[config.mk]
export PLATFORM = sky130hd
export DESIGN_NAME = keypad_scan
export DESIGN_NICKNAME = d
export VERILOG_FILES = /design/src/rtl/keypad_scan.sv
export SDC_FILE = /design/constraint.sdc
export NUM_CORES = 1
export LEC_CHECK = 0
export ABC_AREA = 1
export BUFFER_PORTS_ARGS = -buffer_cell sky130_fd_sc_hd__buf_2
export CAP_MARGIN = 20
export CORE_ASPECT_RATIO = 0.5
export CORE_MARGIN = 3
export CORE_UTILIZATION = 50
export CTS_CLUSTER_DIAMETER = 80
export DETAILED_ROUTE_END_ITERATION = 7
export PLACE_DENSITY = 0.68
export RECOVER_POWER = 100
export SYNTH_ARGS = -nofsm -noshare
export SYNTH_HDL_FRONTEND = slang
export SYNTH_SLANG_ARGS = --single-unit
export TNS_END_PERCENT = 10
[constraint.sdc]
create_clock -name clk -period 2.8 [get_ports clk]
set_clock_uncertainty 0.15 [all_clocks]
set_input_delay 0.14 -clock clk [delete_from_list [all_inputs] [get_ports clk]]
set_output_delay 0.14 -clock clk [all_outputs]
set_load 0.1 [all_outputs]
[src/rtl/keypad_scan.sv]
// 4x4 matrix keypad scanner: rotates active-low row drive, samples synchronized
// columns once per scan tick, and debounces both press and release of one key.
module keypad_scan #(
  parameter int CLK_HZ      = 50000000,
  parameter int SCAN_HZ     = 1000,
  parameter int DEBOUNCE_MS = 20
) (
  input  logic       clk,
  input  logic       rstn,
  input  logic [3:0] col,
  output logic [3:0] row,
  output logic [3:0] key_code,
  output logic       key_valid,
  output logic       key_held
);

  localparam int DIV     = CLK_HZ / SCAN_HZ;
  localparam int DEB_RAW = DEBOUNCE_MS * SCAN_HZ / 1000;
  localparam int DEB     = (DEB_RAW < 1) ? 1 : DEB_RAW;
  localparam int TW      = (DIV > 1) ? $clog2(DIV) : 1;
  localparam int CW      = $clog2(DEB + 2);

  typedef enum logic [1:0] {
    SCAN        = 2'd0,
    DEB_PRESS   = 2'd1,
    PRESSED     = 2'd2,
    DEB_RELEASE = 2'd3
  } state_t;

  state_t          state_q;
  logic [TW-1:0]   tick_cnt_q;
  logic            tick;
  logic [3:0]      col_m_q;
  logic [3:0]      col_s_q;
  logic [1:0]      row_idx_q;
  logic [1:0]      row_idx_d;
  logic [3:0]      row_q;
  logic [1:0]      col_idx_q;
  logic [3:0]      col_pat_q;
  logic [CW-1:0]   deb_cnt_q;
  logic [CW-1:0]   deb_cnt_d;
  logic [3:0]      key_code_q;
  logic            key_valid_q;
  logic            key_held_q;
  logic [2:0]      col_dec;

  // {valid, column index}; only a single low column counts as a key.
  function automatic logic [2:0] decode_col(input logic [3:0] p);
    case (p)
      4'b1110: return 3'b1_00;
      4'b1101: return 3'b1_01;
      4'b1011: return 3'b1_10;
      4'b0111: return 3'b1_11;
      default: return 3'b0_00;
    endcase
  endfunction

  function automatic logic [3:0] row_drive(input logic [1:0] idx);
    return ~(4'b0001 << idx);
  endfunction

  assign tick      = (tick_cnt_q == TW'(DIV - 1));
  assign col_dec   = decode_col(col_s_q);
  assign row_idx_d = row_idx_q + 2'd1;
  assign deb_cnt_d = deb_cnt_q + 1'b1;

  always_ff @(posedge clk or negedge rstn) begin
    if (!rstn) begin
      tick_cnt_q <= '0;
    end else if (tick) begin
      tick_cnt_q <= '0;
    end else begin
      tick_cnt_q <= tick_cnt_q + 1'b1;
    end
  end

  always_ff @(posedge clk or negedge rstn) begin
    if (!rstn) begin
      col_m_q <= 4'hF;
      col_s_q <= 4'hF;
    end else begin
      col_m_q <= col;
      col_s_q <= col_m_q;
    end
  end

  always_ff @(posedge clk or negedge rstn) begin
    if (!rstn) begin
      state_q     <= SCAN;
      row_idx_q   <= 2'd0;
      row_q       <= 4'b1110;
      col_idx_q   <= 2'd0;
      col_pat_q   <= 4'hF;
      deb_cnt_q   <= '0;
      key_code_q  <= 4'd0;
      key_valid_q <= 1'b0;
      key_held_q  <= 1'b0;
    end else begin
      key_valid_q <= 1'b0;
      if (tick) begin
        case (state_q)
          SCAN: begin
            if (col_dec[2]) begin
              col_pat_q <= col_s_q;
              col_idx_q <= col_dec[1:0];
              deb_cnt_q <= CW'(1);
              state_q   <= DEB_PRESS;
            end else begin
              row_idx_q <= row_idx_d;
              row_q     <= row_drive(row_idx_d);
            end
          end
          DEB_PRESS: begin
            if (col_s_q == col_pat_q) begin
              if (deb_cnt_d >= CW'(DEB)) begin
                key_code_q  <= {row_idx_q, col_idx_q};
                key_valid_q <= 1'b1;
                key_held_q  <= 1'b1;
                state_q     <= PRESSED;
              end else begin
                deb_cnt_q <= deb_cnt_d;
              end
            end else begin
              state_q   <= SCAN;
              row_idx_q <= row_idx_d;
              row_q     <= row_drive(row_idx_d);
            end
          end
          PRESSED: begin
            if (col_s_q == 4'hF) begin
              deb_cnt_q <= CW'(1);
              state_q   <= DEB_RELEASE;
            end
          end
          DEB_RELEASE: begin
            // A column going low again here is a release glitch, not a new press.
            if (col_s_q == 4'hF) begin
              if (deb_cnt_d >= CW'(DEB)) begin
                key_held_q <= 1'b0;
                state_q    <= SCAN;
                row_idx_q  <= row_idx_d;
                row_q      <= row_drive(row_idx_d);
              end else begin
                deb_cnt_q <= deb_cnt_d;
              end
            end else begin
              state_q <= PRESSED;
            end
          end
          default: state_q <= SCAN;
        endcase
      end
    end
  end

  assign row       = row_q;
  assign key_code  = key_code_q;
  assign key_valid = key_valid_q;
  assign key_held  = key_held_q;

endmodule

Yosys cells after proc, flatten, opt, wreduce, memory -nomap -nowiden
Cells that the tools add are included.
{"block": "word_totals", "ff_bits": 49, "wordCells": 81, "out_inout_bits": 10, "input_bits": 6}
{"block": "classes", "magnitude_cmp": 1, "bitwise": 1, "n_reduce_logical": 9, "n_eq_ne": 20, "n_mux": 34, "n_shift": 1, "addsub": 3}
{"operator": "5-bit 2-to-1 mux", "count": 5}
{"operator": "2-bit 2-to-1 mux", "count": 10}
{"operator": "5-bit case mux with 4 select lines", "count": 1}
{"operator": "16-bit by 1-bit adder with 16-bit output, second input constant", "count": 1}
{"operator": "16-bit == test, second input constant", "count": 1}
{"operator": "4-bit == test, second input constant", "count": 4}
{"operator": "16-bit 2-to-1 mux", "count": 1}
{"operator": "4-bit 2-to-1 mux", "count": 4}
{"operator": "2-bit != test, second input constant", "count": 8}
{"operator": "3-bit case mux with 4 select lines", "count": 1}
{"operator": "4-bit case mux with 3 select lines", "count": 1}
{"operator": "6-bit AND reduction", "count": 2}
{"operator": "5-bit AND reduction", "count": 2}
{"operator": "1-bit 2-to-1 mux", "count": 8}
{"operator": "2-bit case mux with 4 select lines", "count": 1}
{"operator": "3-bit != test, second input constant", "count": 2}
{"operator": "2-bit case mux with 3 select lines", "count": 1}
{"operator": "5-bit by 1-bit adder with 5-bit output, second input constant", "count": 1}
{"operator": "5-bit greater-or-equal comparator, second input constant", "count": 1}
{"operator": "2-bit == test, second input constant", "count": 2}
{"operator": "4-bit by 3-bit == test with 1-bit output, second input constant", "count": 1}
{"operator": "4-bit == test", "count": 1}
{"operator": "4-bit inverter", "count": 1}
{"operator": "4-bit AND reduction", "count": 1}
{"operator": "8 further kinds", "count": 8}

Longest topological paths before layout
{"block": "logic_depth", "ltp_word": 6, "ltp_mapped": 11, "mapped_depth_nobuf": 11}

Worst setup path before layout
OpenSTA, ideal clock, no wires.
{"block": "synth_timing", "kind": "register -> register", "start": "register tick_cnt_q[0]", "end": "register row_q[0] (netlist: row[0])", "setup_ns": 0.122, "synth_period_minus_slack_ns": 1.768, "stages_incl_launch_ff": 11, "setup_slack_ns": 1.032, "t_arrival_ns": 1.496, "path_buffers": 0, "required_ns": 2.528, "cell_sequence": "dfrtp_1 -> ha_1 -> nand2_1 -> nor2_2 -> nand3_2 -> nor2_8 -> inv_4 -> a21oi_4 -> nand2_4 -> nand2_1 -> o21ai_2"}
{"block": "synth_between", "elab_chain_len": 2}
{"item": "start: declaration", "line_no": "31", "rtl": "logic [TW-1:0] tick_cnt_q;"}
{"item": "start signal: assignment", "line_no": "73", "rtl": "tick_cnt_q <= tick_cnt_q + 1'b1;"}
{"item": "16-bit == test", "line_no": "62", "rtl": "assign tick = (tick_cnt_q == TW'(DIV - 1));"}
{"item": "6-bit AND reduction (no source line)"}
{"item": "end signal: assignment", "line_no": "110", "rtl": "row_q <= row_drive(row_idx_d);"}
{"item": "end signal: assignment", "line_no": "126", "rtl": "row_q <= row_drive(row_idx_d);"}
{"item": "end signal: assignment", "line_no": "142", "rtl": "row_q <= row_drive(row_idx_d);"}
{"item": "end: declaration", "line_no": "37", "rtl": "logic [3:0] row_q;"}
Every way passes these cells.
A chain may end at the register's enable or synchronous reset.

Worst setup path in the final report
Ends and elaborated chain as after synthesis.

==> results_dict.tcl <==
set metrics [dict create \
    initial_core_util 0.543 \
    synth_top_area_frac 0.339 \
    dr.pass1.iters 4 \
    powerDensity_nw_per_um2 452 \
    grt_use_total 0.166 \
    hold_viol 0 \
    routed_via_density 4.97 \
    grt_max_degree 47 \
    postCtsSetupRepairBufs 0 \
    insertion_delay_ps 310 \
    status "finished clean" \
    crit_top_cell "nand2_1" \
    antenna_left 0 \
    fmax_ghz 0.445 \
    tritoncts "built" \
    yosysTopAreaCell "dfrtp_1" \
    ys_seq_area_frac 0.497 \
    syn_nets 315 \
    syn_area_per_cell_um2 8.30 \
    min_period_ps 2250 \
    setup.worst_path.class "reg2reg" \
    clockBufferDepth 2 \
    io_pins 16 \
    cp_cell_sequence "ha_1 -> nand2_1 -> nor2_1 -> nand3_1 -> nor2_8 -> clkinvlp_2 -> a21oi_4 -> nand2_4 -> nand2_1 -> o21ai_0" \
    hold_path.class "reg2reg" \
    gp_congestion 0.827 \
    fin_crit_sh 0.802 \
    tightest_slew_ps 1180 \
    clkTransAtPathRegs_ps 100 \
    drv_cap 0 \
    postCtsResizedCells 0 \
    htreeDepth 2 \
    slowest_delay_ps 380 \
    slew_headroom 0.214 \
    grt_pass1_wl_um 8050 \
    drt-initial-drc-count 76 \
    irDropWorstVdd_v 0.000230 \
    cts_sinks 49 \
    synth-main-ff-cell "dfrtp_1" \
    hold_ws_ps 209 \
    synth_cells 302 \
    cts_made_buffers 5 \
    synth_cell_types 34 \
    stdcell_count 397 \
    area_delta_synth_final_pct 11.1 \
    synth_warnings 0 \
    fin_setup_tns_ps 0 \
    grt_overflow 0 \
    postCtsHoldBufs 5 \
    crit_arrival_ps 2300 \
    async_reset_ff_frac 1.00 \
    slew_violations 0 \
    clockRootBuffer "clkbuf_8" \
    leakage_nw 1.38 \
    antenna_cells 0 \
    synth_edf_count 0 \
    slowest_stage "dfrtp_1" \
    dieArea_um2 5950 \
    vias 1973 \
    chipHeight_um 56.1 \
    portBuffers 15 \
    drc 0 \
    crit_fanout 10 \
    grt_antenna_before_repair 0 \
    end_kind "flip-flop" \
    routed_wl_um 4560 \
    rsz0062_at_grt "false" \
    synth_area_um2 2510 \
    dp_cells 383 \
    hpwl_um 3300 \
    synth_area_leaders "dfrtp_1 34%, dfstp_2 16%, nand2_1 13%, inv_1 6.1%, nand3_1 4.2%" \
    dieWidth_um 106 \
    num_rows 17 \
    power_mw 1.26 \
    avgRoutedWirePerCell_um 11.5 \
    drive_gt1_frac 0.121 \
    setup_viol 0 \
    worstPathRequired_ps 2850 \
    final_util 0.604 \
    grt_pass1_vias 1832 \
    fin_nets 343 \
    worst_setup_path_start_kind "flip-flop" \
    ys_seq_elements 49 \
    coreArea_um2 4620 \
]
cell usage after synthesis, types with 3 or more instances:
library cell and number:
o21ai_0 5, o21ai_1 6, xor2_1 4, dfrtp_1 34
nor2_2 3, nand2_1 88, ha_1 7, o21ai_2 4
dfstp_2 15, nand2_2 3, nand4_1 9, nor3_1 3
a21oi_1 7, inv_1 41, nor4_1 4, nand3_1 21
nor2_1 27
logic make-up (layout without fill, tap and decap cells):
kind of cell               Yosys count  count (layout)  synth area share
and+or+nand+nor                    167             167             0.306
DFF                                 49              49             0.497
buffers and inverters               44              73            0.0674
AOI/OAI and AO/OA                   29              29            0.0739
adders and majority gates            7               7            0.0349
xor gates and xnor gates             6               6            0.0210
power by group:
| group | internal (mW) | switching, mW | total, mW |
|---|---|---|---|
| Sequential | 0.718 | 0.00387 | 0.722 |
| Combinational | 0.0136 | 0.0273 | 0.0409 |
| Clock | 0.255 | 0.240 | 0.496 |
| Total | 0.987 | 0.271 | 1.26 |
layer usage:
metal	routed length, µm	track usage	vias to the layer above
met4	51	0.0443	0
met1	2320	0.220	912
li1	-	-	1020
met2	1960	0.267	33
met5	0	0	-
met3	235	0.0498	8
worst max-delay path: cells and delay by family (launching register included):
kind | cells | cell delay (ps)
simple gates | 6 | 850
compound gates | 2 | 320
flops | 1 | 380
buf+inv | 1 | 240
fa+ha+maj | 1 | 210
cell usage in the layout (no fill, tap or decap), types with 2 or more instances in the layout:
cell type and n:
xnor2_1 2, nor3_1 3, nor4_1 4, nor2_1 29, dlygate4sd3_1 5, clkbuf_8 6, nor3b_1 2, dfstp_2 15
clkbuf_1 12, nand2_2 3, o22ai_1 2, nand4_1 10, buf_2 4, nand2_1 88, inv_1 41, dfrtp_1 34
nand3_1 22, xor2_1 4, a21oi_1 8, ha_1 7, o21ai_0 13
registers in the layout (all words and copies together), names as in the netlist:
signal,count
row,4
row_idx_q,2
col_s_q,4
key_valid,1
key_code,4
tick_cnt_q,16
col_m_q,4
key_held,1
state_q,2
col_pat_q,4
deb_cnt_q,5
col_idx_q,2
cell type report:
cell class | count | area, µm²
multi-input cells | 209 | 1060
flip-flops and latches | 49 | 1240
repair buffers | 22 | 120
inverters | 43 | 163
clock buffers | 7 | 108
well taps | 66 | 82.6
clock inverters | 1 | 6.26
fillers | 415 | 1830
final timing paths:
kind                                          from  slack [ps]                       end  depth (start not counted)
hold reg to reg               col_m_q[1]$_DFF_PN1_         210      col_s_q[1]$_DFF_PN1_                          0
setup / recovery           tick_cnt_q[0]$_DFF_PN0_         550        row[0]$_DFFE_PN0P_                         10
min in group asynchronous                     rstn         280  row_idx_q[1]$_DFFE_PN0P_                          2
hold / removal                col_m_q[1]$_DFF_PN1_         210      col_s_q[1]$_DFF_PN1_                          0
setup reg to reg           tick_cnt_q[0]$_DFF_PN0_         550        row[0]$_DFFE_PN0P_                         10
max in group asynchronous                     rstn         820      col_m_q[3]$_DFF_PN1_                          4
stage by stage:
step | cell area [µm²] | setup slack (ps)
3_3_place_gp | 2670 | 892
4_1_cts | 2830 | 822
6_report | 2790 | 554
2_1_floorplan | 2510 | 1030
3_5_place_dp | 2670 | 841
5_1_grt | 2790 | 329
Note: power is estimated with default switching activity, not from simulation.
